[src/rtl/dram_pkg.sv]
// Shared widths, tdata field offsets and the request record for the DRAM read scheduler.
package dram_pkg;

  localparam int N_CHANNELS_DEF   = 8;
  localparam int ADDR_WIDTH_DEF   = 24;
  localparam int PERIOD_WIDTH_DEF = 14;

  // Channel index width, never below one bit.
  function automatic int ch_width(input int n);
    return (n <= 2) ? 1 : $clog2(n);
  endfunction

  // tdata is {channel, period, addr} with addr in the low bits.
  function automatic int addr_lsb();
    return 0;
  endfunction

  function automatic int period_lsb(input int addr_w);
    return addr_w;
  endfunction

  function automatic int ch_lsb(input int addr_w, input int period_w);
    return addr_w + period_w;
  endfunction

  localparam int CH_W = ch_width(N_CHANNELS_DEF);

  typedef struct packed {
    logic [CH_W-1:0]             ch;
    logic [PERIOD_WIDTH_DEF-1:0] period;
    logic [ADDR_WIDTH_DEF-1:0]   addr;
  } req_t;

endpackage

[src/rtl/dram_read_scheduler_if.sv]
// Channel request/grant bus and AXI-Stream request output of the DRAM read scheduler.
interface dram_read_scheduler_if #(
  parameter int N_CHANNELS   = 8,
  parameter int ADDR_WIDTH   = 24,
  parameter int PERIOD_WIDTH = 14
);
  import dram_pkg::*;

  localparam int CHW     = ch_width(N_CHANNELS);
  localparam int TDATA_W = CHW + PERIOD_WIDTH + ADDR_WIDTH;

  logic [N_CHANNELS-1:0]                 ch_valid;
  logic [N_CHANNELS-1:0][ADDR_WIDTH-1:0] ch_addr;
  logic [N_CHANNELS-1:0]                 ch_ready;
  logic                                  m_axis_tvalid;
  logic                                  m_axis_tready;
  logic [TDATA_W-1:0]                    m_axis_tdata;
  logic                                  m_axis_tlast;

  modport master (
    input  ch_valid, ch_addr, m_axis_tready,
    output ch_ready, m_axis_tvalid, m_axis_tdata, m_axis_tlast
  );

  modport slave (
    output ch_valid, ch_addr, m_axis_tready,
    input  ch_ready, m_axis_tvalid, m_axis_tdata, m_axis_tlast
  );

endinterface

[src/rtl/dram_read_scheduler_rr_arbiter.sv]
// Round-robin arbiter: searches from last_grant+1 and flags the last requester before wrap.
module rr_arbiter #(
  parameter int N_CHANNELS = 8,
  parameter int CH_W       = 3
) (
  input  logic [N_CHANNELS-1:0] req,
  input  logic [CH_W-1:0]       last_grant,
  output logic [N_CHANNELS-1:0] grant,
  output logic [CH_W-1:0]       index,
  output logic                  any,
  output logic                  wrap
);

  int cand;

  always_comb begin
    // NOTE: every output gets a default first so no path infers a latch.
    grant = '0;
    index = '0;
    any   = 1'b0;
    wrap  = 1'b0;
    cand  = 0;
    for (int i = 1; i <= N_CHANNELS; i++) begin
      cand = int'(last_grant) + i;
      if (cand >= N_CHANNELS) cand = cand - N_CHANNELS;
      if (!any && req[cand]) begin
        any         = 1'b1;
        index       = CH_W'(cand);
        grant[cand] = 1'b1;
      end
    end
    // Wrap when no higher-numbered channel is still requesting.
    wrap = any;
    for (int j = 0; j < N_CHANNELS; j++) begin
      if (req[j] && (j > int'(index))) wrap = 1'b0;
    end
  end

endmodule

[src/rtl/dram_read_scheduler.sv]
// Round-robin DRAM read scheduler with chunk sample counter and period latch.
// Optional macro DRAM_SCHED_STALL_CNT_EN adds the saturating stall_count output.
module dram_read_scheduler
  import dram_pkg::*;
#(
  parameter int N_CHANNELS     = 8,
  parameter int ADDR_WIDTH     = 24,
  parameter int PERIOD_WIDTH   = 14,
  parameter int CHUNK_SAMPLES  = 8,
  parameter int DEFAULT_PERIOD = 2272
) (
  input  logic                                          clk,
  input  logic                                          rst,
  input  logic                                          en,
  input  logic [PERIOD_WIDTH-1:0]                       sample_period,
  dram_read_scheduler_if.master                         bus,
  output logic [PERIOD_WIDTH+$clog2(CHUNK_SAMPLES)-1:0] sample_counter,
  output logic [PERIOD_WIDTH-1:0]                       period_hold
`ifdef DRAM_SCHED_STALL_CNT_EN
  ,
  output logic [15:0]                                   stall_count
`endif
);

  localparam int CHW        = ch_width(N_CHANNELS);
  localparam int LOG2_CHUNK = $clog2(CHUNK_SAMPLES);
  localparam int CNT_W      = PERIOD_WIDTH + LOG2_CHUNK;
  localparam int TDATA_W    = CHW + PERIOD_WIDTH + ADDR_WIDTH;
  localparam int CH_LSB     = ch_lsb(ADDR_WIDTH, PERIOD_WIDTH);
  localparam int PERIOD_LSB = period_lsb(ADDR_WIDTH);
  localparam int ADDR_LSB   = addr_lsb();

  logic [CHW-1:0]        last_grant;
  logic [CHW-1:0]        grant_idx;
  logic [N_CHANNELS-1:0] grant_onehot;
  logic                  grant_any;
  logic                  grant_wrap;
  logic                  slot_free;
  logic                  do_grant;
  logic [TDATA_W-1:0]    next_tdata;
  logic [CNT_W-1:0]      chunk_last;

  rr_arbiter #(.N_CHANNELS(N_CHANNELS), .CH_W(CHW)) u_arb (
    .req        (bus.ch_valid),
    .last_grant (last_grant),
    .grant      (grant_onehot),
    .index      (grant_idx),
    .any        (grant_any),
    .wrap       (grant_wrap)
  );

  assign slot_free    = !bus.m_axis_tvalid || bus.m_axis_tready;
  assign do_grant     = slot_free && en && grant_any && !rst;
  assign bus.ch_ready = do_grant ? grant_onehot : '0;

  always_comb begin
    next_tdata = '0;
    next_tdata[CH_LSB +: CHW]              = grant_idx;
    next_tdata[PERIOD_LSB +: PERIOD_WIDTH] = period_hold;
    next_tdata[ADDR_LSB +: ADDR_WIDTH]     = bus.ch_addr[grant_idx];
  end

  // NOTE: sequential state uses <= so every register samples pre-edge values.
  always_ff @(posedge clk) begin
    if (rst) begin
      bus.m_axis_tvalid <= 1'b0;
      bus.m_axis_tdata  <= '0;
      bus.m_axis_tlast  <= 1'b0;
      last_grant        <= CHW'(N_CHANNELS - 1);
    end else if (do_grant) begin
      bus.m_axis_tvalid <= 1'b1;
      bus.m_axis_tdata  <= next_tdata;
      bus.m_axis_tlast  <= grant_wrap;
      last_grant        <= grant_idx;
    end else if (bus.m_axis_tready) begin
      bus.m_axis_tvalid <= 1'b0;
    end
  end

  // Terminal count computed at full counter width so period*CHUNK cannot overflow.
  assign chunk_last = (CNT_W'(period_hold) << LOG2_CHUNK) - CNT_W'(1);

  always_ff @(posedge clk) begin
    if (rst) begin
      sample_counter <= '0;
      period_hold    <= PERIOD_WIDTH'(DEFAULT_PERIOD);
    end else if (sample_counter == chunk_last) begin
      sample_counter <= '0;
      if (sample_period != '0) period_hold <= sample_period;
    end else begin
      sample_counter <= sample_counter + CNT_W'(1);
    end
  end

`ifdef DRAM_SCHED_STALL_CNT_EN
  always_ff @(posedge clk) begin
    if (rst) begin
      stall_count <= '0;
    end else if (bus.m_axis_tvalid && !bus.m_axis_tready && (stall_count != 16'hFFFF)) begin
      stall_count <= stall_count + 16'd1;
    end
  end
`endif

endmodule

[src/flat_wrapper.sv]
// flat-port wrapper written by rule: the top's interface ports become plain ports
module dram_read_scheduler_flat import dram_pkg::*;
#(
  parameter int N_CHANNELS     = 8,
  parameter int ADDR_WIDTH     = 24,
  parameter int PERIOD_WIDTH   = 14,
  parameter int CHUNK_SAMPLES  = 8,
  parameter int DEFAULT_PERIOD = 2272
)
  (clk, rst, en, sample_period, sample_counter, period_hold, bus_ch_valid, bus_ch_addr, bus_m_axis_tready, bus_ch_ready, bus_m_axis_tvalid, bus_m_axis_tdata, bus_m_axis_tlast);
  dram_read_scheduler_if #(.N_CHANNELS(N_CHANNELS), .ADDR_WIDTH(ADDR_WIDTH), .PERIOD_WIDTH(PERIOD_WIDTH)) bus_i ();
  input  logic clk;
  input  logic rst;
  input  logic en;
  input  logic [PERIOD_WIDTH-1:0] sample_period;
  output logic [PERIOD_WIDTH+$clog2(CHUNK_SAMPLES)-1:0] sample_counter;
  output logic [PERIOD_WIDTH-1:0] period_hold;
  input wire logic [$bits(bus_i.ch_valid)-1:0] bus_ch_valid;
  input wire logic [$bits(bus_i.ch_addr)-1:0] bus_ch_addr;
  input wire logic [$bits(bus_i.m_axis_tready)-1:0] bus_m_axis_tready;
  output wire logic [$bits(bus_i.ch_ready)-1:0] bus_ch_ready;
  output wire logic [$bits(bus_i.m_axis_tvalid)-1:0] bus_m_axis_tvalid;
  output wire logic [$bits(bus_i.m_axis_tdata)-1:0] bus_m_axis_tdata;
  output wire logic [$bits(bus_i.m_axis_tlast)-1:0] bus_m_axis_tlast;
  assign bus_i.ch_valid = bus_ch_valid;
  assign bus_i.ch_addr = bus_ch_addr;
  assign bus_i.m_axis_tready = bus_m_axis_tready;
  assign bus_ch_ready = bus_i.ch_ready;
  assign bus_m_axis_tvalid = bus_i.m_axis_tvalid;
  assign bus_m_axis_tdata = bus_i.m_axis_tdata;
  assign bus_m_axis_tlast = bus_i.m_axis_tlast;
  dram_read_scheduler #(.N_CHANNELS(N_CHANNELS), .ADDR_WIDTH(ADDR_WIDTH), .PERIOD_WIDTH(PERIOD_WIDTH), .CHUNK_SAMPLES(CHUNK_SAMPLES), .DEFAULT_PERIOD(DEFAULT_PERIOD)) u_core (.clk(clk), .rst(rst), .en(en), .sample_period(sample_period), .bus(bus_i), .sample_counter(sample_counter), .period_hold(period_hold));
endmodule
[config.mk]
export PLATFORM = sky130hd
export DESIGN_NAME = dram_read_scheduler_flat
export DESIGN_NICKNAME = d
export VERILOG_FILES = /design/src/rtl/dram_pkg.sv /design/src/rtl/dram_read_scheduler_if.sv /design/src/rtl/dram_read_scheduler_rr_arbiter.sv /design/src/rtl/dram_read_scheduler.sv /design/src/flat_wrapper.sv
export SDC_FILE = /design/constraint.sdc
export NUM_CORES = 1
export LEC_CHECK = 0
export ABC_AREA = 1
export ABC_CLOCK_PERIOD_IN_PS = 6300
export BUFFER_PORTS_ARGS = -buffer_cell sky130_fd_sc_hd__clkbuf_2
export CAP_MARGIN = 5
export CORE_ASPECT_RATIO = 0.6
export CORE_MARGIN = 10
export CORE_UTILIZATION = 25
export DETAILED_ROUTE_END_ITERATION = 12
export SLEW_MARGIN = 30
export SYNTH_ARGS = -nofsm -noshare
export SYNTH_HDL_FRONTEND = slang
export SYNTH_SLANG_ARGS = --single-unit
[constraint.sdc]
create_clock -name clk -period 6.3 [get_ports clk]
set_clock_uncertainty 0.1 [all_clocks]
set_input_delay 1.89 -clock clk [delete_from_list [all_inputs] [get_ports clk]]
set_output_delay 1.89 -clock clk [all_outputs]
set_load 0.01 [all_outputs]
==> flow_metrics.tcl, run 1 <==
set metrics [dict create \
    status "completed" \
    tritoncts "yes" \
    synth_fp_nets 1489 \
    ys_top_cells_by_area "nand2_1 (24%), dfxtp_1 (21%), nand3_1 (13%)" \
    die_w_um 239 \
    dr.pass1.iters 7 \
    final-instance-count-excl-fill 1880 \
    gp_congestion 0.889 \
    fin_crit_ns 5.93 \
    cp_data_arrival_time_ns 3.94 \
    crit_required_ns 4.31 \
    rows 48 \
    yosysTopAreaCell "nand2_1" \
    worst_slack_ns 0.372 \
    power.total_mw 2.60 \
    grt_first_pass_wirelength_um 46600 \
    finalSetupTns_ns 0 \
    cts-buffers-inserted 9 \
    vdd_drop_max_uv 138 \
    power.leakage_nw 5.07 \
    slew_headroom_pct 38.5 \
    drive_gt1_share_pct 24.5 \
    powerDensity_nw_per_um2 284 \
    placed_area_sq_um 8820 \
    cts.clk_slew.worst_paths_ns 0.07 \
    final-setup-viol-count 0 \
    cpMostUsedCell "nand3_1" \
    cp_cell_sequence "clkbuf_2 -> nand2_1 -> nand3_1 -> nand3_1 -> nand2_2 -> nor2_4 -> nand3_2 -> inv_1 -> nand3_1 -> nor2_1 -> inv_1 -> o21ai_0 -> a21oi_1 -> a21oi_1 -> clkbuf_2" \
    fmax_mhz 169 \
    grt_max_degree 98 \
    layout.nets 1729 \
    htreeDepth 3 \
    synth.avg_cell_area_sq_um 5.72 \
    dp_cells 1863 \
    die_h_um 151 \
    post-route-util_pct 32.0 \
    syn_area_sq_um 7200 \
    wire_per_inst_um 16.3 \
    dieArea_sq_um 36200 \
    crit_path_max_fanout 12 \
    ys_seq_area_share_pct 21.4 \
    crit_slowest_cell "nand2_2" \
    io_pins 300 \
    postSynthRegisterBits 77 \
    viasPerCell 4.76 \
    io_buffers 299 \
    final_area_sq_um 9140 \
    clock_latency_ns 0.36 \
    synth.top_cell.area_share_pct 23.9 \
    place_worst_setup_slack_ns 0.418 \
    via_count 8956 \
    hold_viol_final 0 \
    gr-usage-all-layers_pct 16.3 \
    drc 0 \
    hp-class "reg2reg" \
    cp-start-kind "input port" \
    grt_pass1_vias 8473 \
    antenna_found_initial 0 \
    coreArea_sq_um 28600 \
    slowest_delay_ns 0.22 \
    place_hpwl_um 23800 \
    antenna_cells 0 \
    area_growth_pct 26.9 \
    gr-total-overflow 0 \
    cts_buffer_depth 2 \
    ctsRootBufferMaster "clkbuf_16" \
    cts_resized 0 \
    totalWireLength_um 30600 \
    postSynthCellCount 1260 \
    ys_async_sr_fraction_pct 0 \
    ys_warn_count 0 \
    worstMarginPinSlew_ns 0.920 \
    whs_ns 0.388 \
    rsz0062_at_grt "no" \
    drt_iter0_markers 666 \
    clock_sinks 77 \
    ys_types 47 \
    worst-setup-path-type "in2out" \
    endpoint_kind "primary output" \
    hold_buffers 0 \
    period_share_pct 94.1 \
    synth_top_flop_cell "dfxtp_1" \
    maxCapViolCount 0 \
    start_util_pct 25.2 \
    synth-edff-count 0 \
    post_cts_buffers 0 \
    slew_viol_final 0 \
    ant_nets 0 \
]
synthesized netlist by cell type, types with 3 or more instances:
library cell	instances
nand3_1	187
nor3b_1	3
o21ai_1	8
nand3b_1	25
nand2_2	7
nand3_2	5
clkbuf_1	15
o21ai_0	25
a221oi_1	6
o221ai_1	3
nor4_1	3
nand4_1	12
dfxtp_1	77
a21oi_1	43
nand2_1	459
nor2_4	4
xor2_1	22
ha_1	11
nand3_4	3
inv_2	9
nor3_1	25
inv_1	146
xnor2_1	6
buf_4	22
o211ai_1	5
buf_2	42
buf_6	5
nor2_1	54
a31oi_1	5
metal layers:
metal / part of all wire, % / vias up / wire (um) / global-route usage, %
met1: 45 / 4094 / 13700 / 21.1
met5: 0 / - / 0 / 0
met3: 8.1 / 25 / 2470 / 4.48
li1: - / 4485 / - / -
met4: 1.3 / 0 / 387 / 3.61
met2: 46 / 352 / 14000 / 26.4
sequential cells by signal, indices dropped and copies added (netlist names):
| register | cells |
|---|---|
| u_core.period_hold | 14 |
| u_core.sample_counter | 17 |
| u_core.bus.m_axis_tdata | 41 |
| u_core.bus.m_axis_tlast | 1 |
| u_core.bus.m_axis_tvalid | 1 |
| u_core.last_grant | 3 |
power breakdown:
group	total, mW	switching (mW)	internal [mW]
Clock	0.531	0.222	0.309
Combinational	1.50	1.01	0.495
Sequential	0.563	0.0295	0.534
Total	2.60	1.26	1.34
worst paths after layout:
path	from	endpoint	slack [ns]	depth (start not counted)
setup / recovery	bus_ch_valid[2]	bus_ch_ready[0]	0.37	15
hold / removal	u_core.bus.m_axis_tdata[38]	u_core.bus.m_axis_tdata[38]	0.39	2
setup reg to reg	u_core.last_grant[1]	u_core.bus.m_axis_tdata[0]	1.99	22
hold reg to reg	u_core.bus.m_axis_tdata[38]	u_core.bus.m_axis_tdata[38]	0.39	2
worst max-delay path: cells and delay by family:
kind	cells	cell delay (ns)
AND/OR/NAND/NOR	8	1.24
buffers and inverters	4	0.40
AO/OA/AOI/OAI	3	0.39
cells in the final DEF (no fill, tap or decap), types with 22 or more instances in the layout:
cell type  count
dfxtp_1       77
nand2_1      458
nand3b_1      25
nor2_1        54
nand3_1      187
nor3_1        25
inv_1        145
clkbuf_2     299
o21ai_0       25
a21oi_1       43
xor2_1        22
cells by family (layout without fill, tap and decap cells):
group                    count (synthesis)  after routing  synth area share (%)
AO/OA/AOI/OAI                          106            106                  8.51
XOR/XNOR                                28             28                  3.40
adder cells (fa/ha/maj)                 11             11                  1.91
buffers and inverters                  241            486                  15.0
flip-flops                              77             77                  21.4
AND/OR/NAND/NOR                        797            797                  49.8
final cells by class:
type | count | area [sq um]
Timing Repair Buffer | 313 | 1660
Clock buffer | 11 | 233
Inverter | 157 | 592
Fill cell | 3227 | 19400
Tap cell | 375 | 469
Sequential cell | 77 | 1540
Multi-Input combinational cell | 942 | 4590
Clock inverter | 5 | 60.1
Note: power is estimated with default switching activity, not from simulation.
==> run 2: changes to the inputs <==
--- a/config.mk
+++ b/config.mk
@@ -9,10 +9,13 @@
 export ABC_CLOCK_PERIOD_IN_PS = 6300
 export BUFFER_PORTS_ARGS = -buffer_cell sky130_fd_sc_hd__clkbuf_2
 export CAP_MARGIN = 5
+export CELL_PAD_IN_SITES_DETAIL_PLACEMENT = 0
+export CELL_PAD_IN_SITES_GLOBAL_PLACEMENT = 1
 export CORE_ASPECT_RATIO = 0.6
 export CORE_MARGIN = 10
 export CORE_UTILIZATION = 25
 export DETAILED_ROUTE_END_ITERATION = 12
+export PLACE_DENSITY_LB_ADDON = 0.1
 export SLEW_MARGIN = 30
 export SYNTH_ARGS = -nofsm -noshare
 export SYNTH_HDL_FRONTEND = slang
==> run 2 against run 1 <==
- register-to-register slack about the same
- via count down 3.1%
- wire length up 11%
- combinational power up 3%
==> flow_metrics.tcl, run 2 (same netlist as run 1, synthesis figures left out) <==
set metrics [dict create \
    wire_per_inst_um 18.0 \
    endpoint_kind "primary output" \
    viasPerCell 4.60 \
    via_count 8677 \
    largest_reg_flops 41 \
    finalSetupTns_ns 0 \
    layout.nets 1733 \
    coreArea_sq_um 28600 \
    ff2ff_path_depth 23 \
    clock_sinks 77 \
    hp-class "reg2reg" \
    crit_end "bus_ch_ready[3]" \
    die_w_um 239 \
    r2r_slack_ns 2.00 \
    hold_viol_final 0 \
    io_pins 300 \
    rsz0062_at_grt "no" \
    clock_latency_ns 0.35 \
    cp_data_arrival_time_ns 3.97 \
    gr-total-overflow 0 \
    place_hpwl_um 26500 \
    crit_required_ns 4.31 \
    worstMarginPinSlew_ns 0.819 \
    vdd_drop_max_uv 146 \
    gp_congestion 0.854 \
    start_util_pct 25.2 \
    fmax_mhz 168 \
    drt_iter0_markers 615 \
    ctsRootBufferMaster "clkbuf_16" \
    powerDensity_nw_per_um2 300 \
    largest_registers "u_core.bus.m_axis_tdata (41), u_core.sample_counter (17), u_core.period_hold (14)" \
    r2r-start "u_core.last_grant[1]" \
    final-setup-viol-count 0 \
    totalWireLength_um 34000 \
    die_h_um 151 \
    grt_pass1_vias 8683 \
    tritoncts "yes" \
    io_buffers 299 \
    slew_headroom_pct 45.3 \
    drc 0 \
    worstHoldStart "u_core.sample_counter[0]" \
    dieArea_sq_um 36200 \
    gr-usage-all-layers_pct 18.3 \
    cts_resized 0 \
    post_cts_buffers 0 \
    rr_endpoint "u_core.bus.m_axis_tdata[8]" \
    num-fill-cells 3283 \
    maxCapViolCount 0 \
    antenna_found_initial 3 \
    mostFrequentLayoutCells "nand2_1 (458), clkbuf_2 (299), nand3_1 (186)" \
    period_share_pct 94.7 \
    status "completed" \
    crit_start "bus_ch_valid[6]" \
    cts.clk_slew.worst_paths_ns 0.06 \
    hold_buffers 0 \
    drive_gt1_share_pct 24.8 \
    dr.pass1.iters 6 \
    htreeDepth 3 \
    ant_nets 0 \
    area_growth_pct 27.9 \
    fin_crit_ns 5.96 \
    rows 48 \
    slew_viol_final 0 \
    post-route-util_pct 32.2 \
    cts_buffer_depth 2 \
    worst-setup-path-type "in2out" \
    grt_max_degree 84 \
    cp-start-kind "input port" \
    final_common_cell "nand2_1" \
    crit_path_max_fanout 12 \
    cts-buffers-inserted 9 \
    largest-register "u_core.bus.m_axis_tdata" \
    power.leakage_nw 5.11 \
    grt_first_pass_wirelength_um 51200 \
]
run 2: cell count changes in the layout (fill, tap and decap cells not counted), sizes merged:
cell      before  now
clkinv         3    2
diode          0    1
clkbuf       310  309
buf           14   18
clkinvlp       1    0
bufinv         1    4
run 2: worst min path at each step:
| stage | cells past startpoint | end | slack (ns) |
|---|---|---|---|
| 5_1_grt | 2 | u_core.bus.m_axis_tdata[31] | 0.42 |
| 4_1_cts | 2 | u_core.sample_counter[10] | 0.39 |
| 6_report | 1 | u_core.sample_counter[0] | 0.38 |
| 3_3_place_gp | 1 | u_core.sample_counter[0] | 0.37 |
| 3_5_place_dp | 1 | u_core.sample_counter[0] | 0.37 |
| 2_1_floorplan | 2 | u_core.bus.m_axis_tdata[37] | 0.37 |
run 2: metrics by stage:
step | instances | worst slack, ns | hold slack [ns] | power, mW | cell area, sq um
3_3_place_gp | 1868 | 0.366 | 0.368 | 2.17 | 8840
2_1_floorplan | 1260 | 0.952 | 0.369 | 1.64 | 7200
3_5_place_dp | 1868 | 0.362 | 0.375 | 2.14 | 8840
6_report | 1885 | 0.336 | 0.383 | 2.76 | 9220
4_1_cts | 1884 | 0.354 | 0.387 | 2.82 | 9210
5_1_grt | 1884 | 0.0873 | 0.416 | 3.02 | 9210
run 2: power by group:
group	internal [mW]	total [mW]	switching, mW
sequential	0.534	0.562	0.0285
clock	0.428	0.659	0.231
combinational	0.483	1.54	1.06
total	1.45	2.76	1.32
run 2: routing by layer:
layer | GRT usage (%) | part of all wire [%] | up-vias
li1 | - | - | 4479
met5 | 0 | 0.088 | -
met1 | 24.1 | 46 | 3929
met3 | 5.98 | 7.3 | 23
met4 | 2.82 | 0.83 | 4
met2 | 29.1 | 46 | 242
run 2: worst max-delay path: stages:
cell	delay [ns]
clkbuf_2	0.11
nand2_1	0.09
nand3_1	0.11
nand3_2	0.14
nand2_2	0.21
nor2_2	0.28
o21ai_0	0.31
o22ai_1	0.21
a21oi_1	0.06
o21ai_0	0.09
a21oi_1	0.07
a41oi_1	0.21
clkbuf_2	0.18
run 2: final cells by class:
class / count / area, sq um / share of cell area (%)
multi-input cells: 942 / 4590 / 49.8
repair buffers: 317 / 1660 / 18.0
flip-flops and latches: 77 / 1540 / 16.7
inverters: 157 / 592 / 6.42
well taps: 375 / 469 / 5.09
clock buffers: 10 / 229 / 2.48
clock inverters: 6 / 134 / 1.45
diodes: 1 / 2.50 / 0.0272
==> run 3: changes to the inputs <==
--- a/config.mk
+++ b/config.mk
@@ -7,7 +7,6 @@
 export LEC_CHECK = 0
 export ABC_AREA = 1
 export ABC_CLOCK_PERIOD_IN_PS = 6300
-export BUFFER_PORTS_ARGS = -buffer_cell sky130_fd_sc_hd__clkbuf_2
 export CAP_MARGIN = 5
 export CELL_PAD_IN_SITES_DETAIL_PLACEMENT = 0
 export CELL_PAD_IN_SITES_GLOBAL_PLACEMENT = 1
@@ -15,7 +14,8 @@
 export CORE_MARGIN = 10
 export CORE_UTILIZATION = 25
 export DETAILED_ROUTE_END_ITERATION = 12
-export PLACE_DENSITY_LB_ADDON = 0.1
+export DONT_BUFFER_PORTS = 1
+export PLACE_DENSITY_LB_ADDON = 0.3
 export SLEW_MARGIN = 30
 export SYNTH_ARGS = -nofsm -noshare
 export SYNTH_HDL_FRONTEND = slang
==> run 3 against run 2 <==
- via count down 11%
- flip-flop and latch count unchanged
- register-to-register slack worse by 0.11 ns
- utilization down 5.4 points
- worst hold slack better by 0.061 ns
- wire length down 6.4%
- clock power down 14%
- power down 7.1%
- critical path depth down 2
==> flow_metrics.tcl, run 3 (same netlist as run 1, synthesis figures left out) <==
set metrics [dict create \
    drc 0 \
    place_hpwl_um 24300 \
    whs_ns 0.444 \
    grt_pass1_vias 7497 \
    io_buffers 0 \
    num-fill-cells 3268 \
    area_growth_pct 6.34 \
    gr-usage-all-layers_pct 16.8 \
    min_to "u_core.sample_counter[0]" \
    largest-register "u_core.bus.m_axis_tdata" \
    grt.busiest_layer "met2" \
    grt_first_pass_wirelength_um 47000 \
    cp-start-kind "input port" \
    wire_per_inst_um 20.1 \
    htreeDepth 3 \
    grt_max_degree 98 \
    ff2ff_path_depth 21 \
    fmax_mhz 172 \
    use_met2_pct 27.1 \
    post_cts_buffers 0 \
    slew_viol_final 0 \
    holdPathStages 1 \
    final_common_cell "nand2_1" \
    cp_data_arrival_time_ns 3.82 \
    drt_iter0_markers 583 \
    coreArea_sq_um 28600 \
    fin_crit_ns 5.81 \
    grtUsageMet3_pct 4.82 \
    tritoncts "yes" \
    powerDensity_nw_per_um2 335 \
    gp_congestion 0.885 \
    endpoint_kind "primary output" \
    maxCapViolCount 0 \
    final-instance-count-excl-fill 1582 \
    cts-buffers-inserted 9 \
    slew_headroom_pct 38.9 \
    rsz0062_at_grt "no" \
    cts_buffer_depth 2 \
    r2r-start "u_core.last_grant[0]" \
    start_util_pct 25.2 \
    dieArea_sq_um 36200 \
    die_w_um 239 \
    final-setup-viol-count 0 \
    crit_path_max_fanout 12 \
    cts.clk_slew.worst_paths_ns 0.06 \
    hp-class "reg2reg" \
    io_pins 300 \
    via_count 7718 \
    mostFrequentLayoutCells "nand2_1 (458), nand3_1 (187), inv_1 (145)" \
    period_share_pct 92.3 \
    clock_latency_ns 0.34 \
    rows 48 \
    dr.pass1.iters 5 \
    clock_sinks 77 \
    layout.nets 1429 \
    power.total_mw 2.57 \
    rr_endpoint "u_core.bus.m_axis_tdata[13]" \
    finalSetupTns_ns 0 \
    antenna_found_initial 3 \
    hold_viol_final 0 \
    ant_nets 0 \
    worst-setup-path-type "in2out" \
    worstMarginPinSlew_ns 0.914 \
    r2r_slack_ns 1.89 \
    viasPerCell 4.88 \
    met1_usage_pct 22.3 \
    cts_resized 0 \
    drive_gt1_share_pct 5.81 \
    largest_reg_flops 41 \
    power.leakage_nw 3.80 \
    hold_buffers 0 \
    crit_required_ns 4.31 \
    vdd_drop_max_uv 212 \
    dp_cells 1564 \
    gr-total-overflow 0 \
    worstHoldStart "u_core.sample_counter[0]" \
    ctsRootBufferMaster "clkbuf_16" \
    totalWireLength_um 31800 \
    status "completed" \
    largest_registers "u_core.bus.m_axis_tdata (41), u_core.sample_counter (17), u_core.period_hold (14)" \
    die_h_um 151 \
]
## run 3: changes by cell type in the layout (fill, tap and decap cells not counted), sizes merged
cell,change
bufinv,-3
diode,+1
clkbuf,-297
clkinvlp,+2
clkinv,-1
buf,-5
## run 3: area by class of cell
class	instances	area, sq um	area share (%)
multi-input cells	942	4590	59.9
clock inverters	4	53.8	0.702
inverters	157	592	7.72
well taps	375	469	6.12
repair buffers	13	148	1.93
flip-flops and latches	77	1540	20.1
diodes	2	5.00	0.0653
clock buffers	12	267	3.48
## run 3: worst max path at each step
stage,slack [ns],from,cells past startpoint,end
after floorplan,0.95,bus_ch_valid[6],13,bus_ch_ready[0]
after detailed placement,0.55,bus_ch_valid[2],13,bus_ch_ready[0]
after CTS,0.53,bus_ch_valid[2],13,bus_ch_ready[0]
final,0.49,bus_ch_valid[2],11,bus_ch_ready[6]
after global routing,0.34,bus_ch_valid[6],13,bus_ch_ready[0]
after global placement,0.54,bus_ch_valid[6],13,bus_ch_ready[0]
## run 3: per-layer routing
layer  routed length, um  part of all wire [%]  up-vias
met5                  13                 0.041        -
met2               14700                    46      276
met1               14600                    46     3530
li1                    -                     -     3893
met4                 218                  0.69        2
met3                2310                   7.3       17
## run 3: through the flow
step | setup WS (ns) | utilization (%) | instance area (sq um)
2_1_floorplan | 0.952 | - | 7200
3_3_place_gp | 0.539 | 25.7 | 7340
3_5_place_dp | 0.549 | 25.7 | 7340
4_1_cts | 0.530 | 26.8 | 7660
5_1_grt | 0.341 | 26.8 | 7660
6_report | 0.486 | 26.8 | 7660
## run 3: where the power goes
group | leakage, nW | internal (mW) | total (mW) | switching [mW]
sequential | 0.627 | 0.534 | 0.604 | 0.0702
combinational | 3.02 | 0.412 | 1.40 | 0.986
clock | 0.151 | 0.341 | 0.565 | 0.224
total | 3.80 | 1.29 | 2.57 | 1.28
## run 3: critical path, cell delays in order
cell and delay, ns:
nand2_1 0.06, nand3_1 0.11, nand3_1 0.15, nand2_2 0.21, nor2_2 0.28, o21ai_0 0.34, nor2_1 0.22, a221oi_1 0.08
o2111ai_1 0.11, a21oi_1 0.07, a21oi_1 0.30
